`config.mk`:
```
export PLATFORM = sky130hd
export DESIGN_NAME = pb_mailbox_flat
export DESIGN_NICKNAME = d
export VERILOG_FILES = /design/src/rtl/pb_mbox_pkg.sv /design/src/rtl/pb_mailbox_if.sv /design/src/rtl/pb_mbox_fifo.sv /design/src/rtl/pb_mailbox.sv /design/src/flat_wrapper.sv
export SDC_FILE = /design/constraint.sdc
export NUM_CORES = 1
export LEC_CHECK = 0
export CORE_MARGIN = 1
export CORE_UTILIZATION = 50
export CTS_CLUSTER_DIAMETER = 100
export DETAILED_ROUTE_END_ITERATION = 6
export MAX_ROUTING_LAYER = met4
export PLACE_DENSITY_LB_ADDON = 0.12
export SKIP_LAST_GASP = 1
export SYNTH_ARGS = -nofsm -noshare
export SYNTH_HDL_FRONTEND = slang
export SYNTH_HIERARCHICAL = 1
export SYNTH_SLANG_ARGS = --single-unit
```
`constraint.sdc`:
```
create_clock -name clk -period 3.8 [get_ports clk]
set_input_delay 0.76 -clock clk [delete_from_list [all_inputs] [get_ports clk]]
set_output_delay 0.76 -clock clk [all_outputs]
set_load 0.005 [all_outputs]
```
`src/rtl/pb_mbox_pkg.sv`:
```
// pb_mbox_pkg: shared status bit positions, irq FSM states and default port addresses for the mailbox
package pb_mbox_pkg;
  localparam int ST_RX_VALID = 0;
  localparam int ST_TX_FULL = 1;
  localparam int ST_OVF = 2;
  localparam int ST_CNT_LSB = 3;
  localparam logic [7:0] DATA_PORT_DEF = 8'h01;
  localparam logic [7:0] STATUS_PORT_DEF = 8'h02;
  typedef enum logic [1:0] {IRQ_IDLE, IRQ_PEND, IRQ_MASK} irq_t;
  // An accepted push always (re)arms the interrupt, even over a same-cycle ack.
  function automatic irq_t irq_next(irq_t s, logic push, logic ack, logic empty);
    return push ? IRQ_PEND :
           (s == IRQ_PEND && ack) ? IRQ_MASK :
           (s == IRQ_MASK && empty) ? IRQ_IDLE : s;
  endfunction
endpackage

```
`src/rtl/pb_mailbox_if.sv`:
```
// pb_mailbox_if: one kcpsm3 core's I/O port bundle toward the mailbox
//   master: core side (drives port_id, strobes, out_port, interrupt_ack)
//   slave:  mailbox side (drives in_port, interrupt)
interface pb_mailbox_if #(parameter int DATA_W = 8);
  logic [7:0] port_id;
  logic write_strobe;
  logic read_strobe;
  logic [DATA_W-1:0] out_port;
  logic [DATA_W-1:0] in_port;
  logic interrupt;
  logic interrupt_ack;
  modport master(output port_id, write_strobe, read_strobe, out_port, interrupt_ack,
                 input in_port, interrupt);
  modport slave(input port_id, write_strobe, read_strobe, out_port, interrupt_ack,
                output in_port, interrupt);
endinterface

```
`src/rtl/pb_mbox_fifo.sv`:
```
// pb_mbox_fifo: first-word fall-through FIFO on distributed RAM
//   push/din write, pop consumes head, dout shows head combinationally,
//   count saturates at DEPTH; push on full is accepted only alongside a pop
module pb_mbox_fifo #(
  parameter int DATA_W = 8,
  parameter int DEPTH = 16
) (
  input  logic clk,
  input  logic reset,
  input  logic push,
  input  logic pop,
  input  logic [DATA_W-1:0] din,
  output logic [DATA_W-1:0] dout,
  output logic [$clog2(DEPTH):0] count,
  output logic full,
  output logic empty
);
  localparam int AW = $clog2(DEPTH);
  localparam int CW = AW + 1;
  logic [DATA_W-1:0] mem [DEPTH];
  logic [AW-1:0] wr_ptr, rd_ptr;
  logic do_push, do_pop;
  assign full = count == CW'(DEPTH);
  assign empty = count == '0;
  assign do_pop = pop & ~empty;
  assign do_push = push & (~full | do_pop);
  assign dout = mem[rd_ptr];
  always_ff @(posedge clk)
    if (do_push) mem[wr_ptr] <= din;
  always_ff @(posedge clk)
    if (reset) begin
      wr_ptr <= '0;
      rd_ptr <= '0;
      count <= '0;
    end else begin
      wr_ptr <= wr_ptr + AW'(do_push);
      rd_ptr <= rd_ptr + AW'(do_pop);
      count <= count + CW'(do_push) - CW'(do_pop);
    end
endmodule

```
`src/rtl/pb_mailbox.sv`:
```
// pb_mailbox: bidirectional buffered mailbox between two kcpsm3 cores, one FIFO per direction
//   clk, reset (sync, active-high); a, b: pb_mailbox_if.slave per core
//   DATA_PORT write pushes to the peer, read pops own rx; STATUS_PORT read returns
//   {rx count, overflow, tx_full, rx_valid}; interrupt raised while rx holds unacked data
//   MBOX_OVERFLOW_FLAG_EN: enables the sticky per-core overflow status bit
module pb_mailbox
  import pb_mbox_pkg::*;
#(
  parameter int DATA_W = 8,
  parameter int DEPTH = 16,
  parameter logic [7:0] DATA_PORT = DATA_PORT_DEF,
  parameter logic [7:0] STATUS_PORT = STATUS_PORT_DEF
) (
  input logic clk,
  input logic reset,
  pb_mailbox_if.slave a,
  pb_mailbox_if.slave b
);
  localparam int CW = $clog2(DEPTH) + 1;
  logic a_push, a_pop, b_push, b_pop, a_acc, b_acc;
  logic [DATA_W-1:0] ab_dout, ba_dout, a_st, b_st;
  logic [CW-1:0] ab_count, ba_count;
  logic ab_full, ab_empty, ba_full, ba_empty, a_ovf, b_ovf;
  irq_t a_irq, b_irq, a_irq_n, b_irq_n;
  assign a_push = a.write_strobe & (a.port_id == DATA_PORT);
  assign a_pop = a.read_strobe & (a.port_id == DATA_PORT);
  assign b_push = b.write_strobe & (b.port_id == DATA_PORT);
  assign b_pop = b.read_strobe & (b.port_id == DATA_PORT);
  // full implies non-empty, so a consumer pop always frees the slot
  assign a_acc = a_push & (~ab_full | b_pop);
  assign b_acc = b_push & (~ba_full | a_pop);
  pb_mbox_fifo #(.DATA_W(DATA_W), .DEPTH(DEPTH)) u_ab (
    .clk, .reset, .push(a_push), .pop(b_pop), .din(a.out_port),
    .dout(ab_dout), .count(ab_count), .full(ab_full), .empty(ab_empty)
  );
  pb_mbox_fifo #(.DATA_W(DATA_W), .DEPTH(DEPTH)) u_ba (
    .clk, .reset, .push(b_push), .pop(a_pop), .din(b.out_port),
    .dout(ba_dout), .count(ba_count), .full(ba_full), .empty(ba_empty)
  );
  assign a_irq_n = irq_next(a_irq, b_acc, a.interrupt_ack, ba_empty);
  assign b_irq_n = irq_next(b_irq, a_acc, b.interrupt_ack, ab_empty);
  always_ff @(posedge clk)
    if (reset) begin
      a_irq <= IRQ_IDLE;
      b_irq <= IRQ_IDLE;
      a.interrupt <= 1'b0;
      b.interrupt <= 1'b0;
    end else begin
      a_irq <= a_irq_n;
      b_irq <= b_irq_n;
      a.interrupt <= a_irq_n == IRQ_PEND;
      b.interrupt <= b_irq_n == IRQ_PEND;
    end
`ifdef MBOX_OVERFLOW_FLAG_EN
  // sticky until a status read; a drop in the same cycle keeps it set
  always_ff @(posedge clk)
    if (reset) begin
      a_ovf <= 1'b0;
      b_ovf <= 1'b0;
    end else begin
      a_ovf <= (a_push & ~a_acc) | (a_ovf & ~(a.read_strobe & (a.port_id == STATUS_PORT)));
      b_ovf <= (b_push & ~b_acc) | (b_ovf & ~(b.read_strobe & (b.port_id == STATUS_PORT)));
    end
`else
  assign a_ovf = 1'b0;
  assign b_ovf = 1'b0;
`endif
  always_comb begin
    a_st = '0;
    a_st[ST_RX_VALID] = ~ba_empty;
    a_st[ST_TX_FULL] = ab_full;
    a_st[ST_OVF] = a_ovf;
    a_st[ST_CNT_LSB +: CW] = ba_count;
    b_st = '0;
    b_st[ST_RX_VALID] = ~ab_empty;
    b_st[ST_TX_FULL] = ba_full;
    b_st[ST_OVF] = b_ovf;
    b_st[ST_CNT_LSB +: CW] = ab_count;
  end
  assign a.in_port = reset ? '0 :
                     (a.port_id == DATA_PORT) ? (ba_empty ? '0 : ba_dout) :
                     (a.port_id == STATUS_PORT) ? a_st : '0;
  assign b.in_port = reset ? '0 :
                     (b.port_id == DATA_PORT) ? (ab_empty ? '0 : ab_dout) :
                     (b.port_id == STATUS_PORT) ? b_st : '0;
endmodule
```
`src/flat_wrapper.sv`:
```
// flat-port wrapper written by rule: the top's interface ports become plain ports
module pb_mailbox_flat import pb_mbox_pkg::*;
#(
  parameter int DATA_W = 8,
  parameter int DEPTH = 16,
  parameter logic [7:0] DATA_PORT = DATA_PORT_DEF,
  parameter logic [7:0] STATUS_PORT = STATUS_PORT_DEF
)
  (clk, reset, a_port_id, a_write_strobe, a_read_strobe, a_out_port, a_interrupt_ack, a_in_port, a_interrupt, b_port_id, b_write_strobe, b_read_strobe, b_out_port, b_interrupt_ack, b_in_port, b_interrupt);
  pb_mailbox_if #(.DATA_W(DATA_W)) a_i ();
  pb_mailbox_if #(.DATA_W(DATA_W)) b_i ();
  input logic clk;
  input logic reset;
  input wire logic [$bits(a_i.port_id)-1:0] a_port_id;
  input wire logic [$bits(a_i.write_strobe)-1:0] a_write_strobe;
  input wire logic [$bits(a_i.read_strobe)-1:0] a_read_strobe;
  input wire logic [$bits(a_i.out_port)-1:0] a_out_port;
  input wire logic [$bits(a_i.interrupt_ack)-1:0] a_interrupt_ack;
  output wire logic [$bits(a_i.in_port)-1:0] a_in_port;
  output wire logic [$bits(a_i.interrupt)-1:0] a_interrupt;
  input wire logic [$bits(b_i.port_id)-1:0] b_port_id;
  input wire logic [$bits(b_i.write_strobe)-1:0] b_write_strobe;
  input wire logic [$bits(b_i.read_strobe)-1:0] b_read_strobe;
  input wire logic [$bits(b_i.out_port)-1:0] b_out_port;
  input wire logic [$bits(b_i.interrupt_ack)-1:0] b_interrupt_ack;
  output wire logic [$bits(b_i.in_port)-1:0] b_in_port;
  output wire logic [$bits(b_i.interrupt)-1:0] b_interrupt;
  assign a_i.port_id = a_port_id;
  assign a_i.write_strobe = a_write_strobe;
  assign a_i.read_strobe = a_read_strobe;
  assign a_i.out_port = a_out_port;
  assign a_i.interrupt_ack = a_interrupt_ack;
  assign a_in_port = a_i.in_port;
  assign a_interrupt = a_i.interrupt;
  assign b_i.port_id = b_port_id;
  assign b_i.write_strobe = b_write_strobe;
  assign b_i.read_strobe = b_read_strobe;
  assign b_i.out_port = b_out_port;
  assign b_i.interrupt_ack = b_interrupt_ack;
  assign b_in_port = b_i.in_port;
  assign b_interrupt = b_i.interrupt;
  pb_mailbox #(.DATA_W(DATA_W), .DEPTH(DEPTH), .DATA_PORT(DATA_PORT), .STATUS_PORT(STATUS_PORT)) u_core (.clk(clk), .reset(reset), .a(a_i), .b(b_i));
endmodule
```
==> impl_metrics.env <==
export IMPL_worstSetupPathType="flip-flop to output port"
export IMPL_drt_iter0_drc=490
export IMPL_clk_latency_ns=0.55
export IMPL_vias=6491
export IMPL_cts_max_level=1
export IMPL_placed_area_sq_um=13220
export IMPL_worst_setup_path_start_kind="flip-flop"
export IMPL_groute_usage_overall_pct=21.01
export IMPL_gp_congestion=0.7991
export IMPL_synth_nets=739
export IMPL_die_y_um=157.2
export IMPL_syn_inst=679
export IMPL_cts_clk_slew_worst_paths_ns=0.06
export IMPL_fin_cells=1138
export IMPL_drive_gt1_share_pct=17.70
export IMPL_setup_violations=0
export IMPL_crit_path_start="u_core/u_ba/rd_ptr[0]"
export IMPL_placedCellCount=1078
export IMPL_avgViaCountPerCell=5.704
export IMPL_synthDistinctLibCells=47
export IMPL_antenna_found_initial=0
export IMPL_grt_max_degree=38
export IMPL_cts_sinks=288
export IMPL_antenna_cells=0
export IMPL_wl_um=24330
export IMPL_outcome="completed"
export IMPL_port_buffers=57
export IMPL_nets=856
export IMPL_layout_worst_path_cycle_share_pct=97.32
export IMPL_endpoint="a_in_port[3]"
export IMPL_hold_start="u_core/b_irq[0]"
export IMPL_ctsRootBufferMaster="clkbuf_16"
export IMPL_cts_tree="built"
export IMPL_peakVddDrop_v=0.0004098
export IMPL_slew_violations=0
export IMPL_tightestPinTransition_ns=0.7341
export IMPL_r2r_slack_ns=1.05
export IMPL_core_sq_um=23540
export IMPL_wire_per_inst_um=21.38
export IMPL_detailed_place_hpwl_um=15940
export IMPL_drt_drc_violations_left=0
export IMPL_cp_max_fo=21
export IMPL_num_rows=56
export IMPL_dieArea_sq_um=24720
export IMPL_required_ns=3.04
export IMPL_ys_flop_type="edfxtp_1"
export IMPL_synth_async_sr_flop_share_pct=0
export IMPL_max_slew_margin_pct=50.96
export IMPL_syn_to_final_growth_pct=18.32
export IMPL_first_pass_iters=5
export IMPL_r2r_cells=13
export IMPL_grt_pass1_vias=6511
export IMPL_setup_slack_ns=0.1018
export IMPL_period_needed_ns=3.698
export IMPL_numCtsBuffers=30
export IMPL_pwr_density_cell_nw_per_um2=449.1
export IMPL_netlist_area_sq_um=12050
export IMPL_die_x_um=157.2
export IMPL_yosysSeqAreaShare_pct=69.12
export IMPL_grt_overflow_total=0
export IMPL_fmax_mhz=270.4
export IMPL_worst_setup_path_end_kind="output port"
export IMPL_cp_arrival_ns=2.94
export IMPL_dp_slack_ns=0.1037
export IMPL_hp_class="flip-flop to flip-flop"
export IMPL_synth_edff_count=256
export IMPL_cts_buffer_depth=3
export IMPL_leakagePower_nw=4.735
export IMPL_r2r_end="u_core/u_ba/count[4]"
export IMPL_hold_violations=0
export IMPL_ant_nets=0
export IMPL_start_util_pct=51.17
export IMPL_yosys_warnings=6
export IMPL_io_pins=58
export IMPL_r2r_start="u_core/u_ba/count[2]"
export IMPL_rsz0062_at_grt="true"
export IMPL_ys_seq_elements=288
export IMPL_postLayoutCellArea_sq_um=14250
export IMPL_avgSynthCellArea_sq_um=17.74
export IMPL_skew_ns=0.01448
export IMPL_grt_pass1_wl_um=37020
export IMPL_cap_violations=0
## layout by cell type, fill, tap and decap left out, drive strengths merged, types with 3 or more instances in the layout
master | Yosys | routed
a21oi | 13 | 13
a22o | 6 | 6
a22oi | 32 | 32
and2 | 3 | 3
buf | 16 | 57
bufinv | 0 | 3
clkbuf | 7 | 38
clkdlybuf4s50 | 0 | 57
clkinv | 0 | 12
dfxtp | 32 | 32
edfxtp | 256 | 256
ha | 18 | 18
inv | 23 | 24
mux4 | 64 | 64
nand2 | 35 | 35
nand2b | 10 | 10
nand3 | 13 | 13
nand3b | 11 | 11
nor2 | 43 | 43
nor2b | 19 | 19
nor3 | 13 | 13
nor3b | 3 | 3
nor4 | 4 | 4
nor4b | 5 | 5
o21a | 4 | 4
o21ai | 5 | 5
o221ai | 3 | 3
xnor2 | 8 | 8
xor2 | 6 | 6
## repair_timing
action,4_1_cts,5_1_grt
setup endpoints to repair,14,4
pin swaps,0,0
resized for setup,4,1
buffers inserted,0,5
hold endpoints to repair,0,0
cloned,0,0
hold buffers,0,0
## worst max-delay path, cell delays in order (launching register included)
cell	delay [ns]
dfxtp_4	0.58
mux4_1	0.61
a22oi_1	0.37
nand2_1	0.17
nand3b_1	0.11
a21oi_1	0.08
clkdlybuf4s50_1	0.46
## registers in the layout, indices dropped and copies added (netlist names)
signal              flops
u_core/u_ab/rd_ptr      4
u_core/a_irq            2
u_core/u_ab/mem       128
u_core/u_ba/count       5
u_core/u_ab/count       5
u_core/b.interrupt      1
u_core/u_ba/rd_ptr      4
u_core/u_ba/wr_ptr      4
u_core/a.interrupt      1
u_core/b_irq            2
u_core/u_ba/mem       128
u_core/u_ab/wr_ptr      4
## synthesized netlist by cell type (4+ instances only)
library cell	count	area (sq um)
dfxtp_1	32	640.6
nand2_1	35	131.4
a22oi_1	32	240.2
edfxtp_1	256	7687
clkbuf_1	7	26.28
buf_6	6	67.56
mux4_1	36	945.9
inv_1	23	86.33
xor2_1	6	52.55
nor3_1	13	65.06
nor2b_1	19	118.9
mux4_2	28	630.6
o21a_1	4	30.03
ha_1	18	225.2
a22o_1	6	52.55
nand3b_1	11	82.58
nor2_1	43	161.4
xnor2_1	8	70.07
buf_4	4	30.03
nand2b_1	10	62.56
nor4b_2	4	60.06
nand3_1	13	65.06
buf_2	6	30.03
a21oi_1	13	65.06
clkdlybuf4s25_2	6	60.06
## layout make-up
class                      instances  area [sq um]
fill                            1760          9288
sequential                       288          8337
multi-input combinational        339          3425
timing repair buffer             114          1027
clock buffer                      38         822.0
tap                              319         399.1
clock inverter                    17         158.9
inverter                          23         86.33
## worst min-delay path by stage
| stage | to | cells past startpoint | slack [ns] |
|---|---|---|---|
| 6_report | u_core/b_irq[0] | 2 | 0.55 |
| 5_1_grt | u_core/a.interrupt | 2 | 0.58 |
| 3_3_place_gp | u_core/a_irq[0] | 2 | 0.51 |
| 3_5_place_dp | u_core/a_irq[0] | 2 | 0.54 |
| 4_1_cts | u_core/b_irq[0] | 2 | 0.55 |
| 2_1_floorplan | u_core/a_irq[0] | 2 | 0.50 |
## metal layers
metal | wire length (um) | part of all wire, % | up-vias | GRT usage, %
met1 | 11180 | 46 | 3303 | 29.64
met5 | 0 | 0 | - | -
met3 | 1515 | 6.2 | 41 | 3.469
met2 | 11110 | 46 | 189 | 31.94
met4 | 527 | 2.2 | 0 | 5.640
li1 | - | - | 2958 | -
## logic make-up (layout without fill, tap and decap cells)
group,Yosys count,in the layout,synth area share (%)
compound gates,70,70,4.061
simple gates,170,170,7.924
mux,65,65,13.18
buf+inv,52,192,2.492
xor+xnor,14,14,1.018
flops,288,288,69.12
fa+ha+maj,20,20,2.202
## report_power, final
group / total [mW] / internal [mW] / switching (mW)
clock: 2.85 / 1.72 / 1.13
combinational: 0.109 / 0.0453 / 0.0634
sequential: 3.44 / 3.44 / 0.000241
total: 6.40 / 5.21 / 1.19
## through the flow
| step | util [%] | hold WS, ns | total power, mW | setup TNS (ns) |
|---|---|---|---|---|
| 2_1_floorplan | - | 0.4965 | 3.527 | 0 |
| 3_3_place_gp | 56.16 | 0.5134 | 3.612 | 0 |
| 3_5_place_dp | 56.16 | 0.5431 | 3.619 | 0 |
| 4_1_cts | 60.37 | 0.5519 | 6.473 | 0 |
| 5_1_grt | 60.55 | 0.5771 | 6.599 | -0.006273 |
| 6_report | 60.55 | 0.5486 | 6.402 | 0 |
No activity file was read; power rests on OpenSTA's default activity.
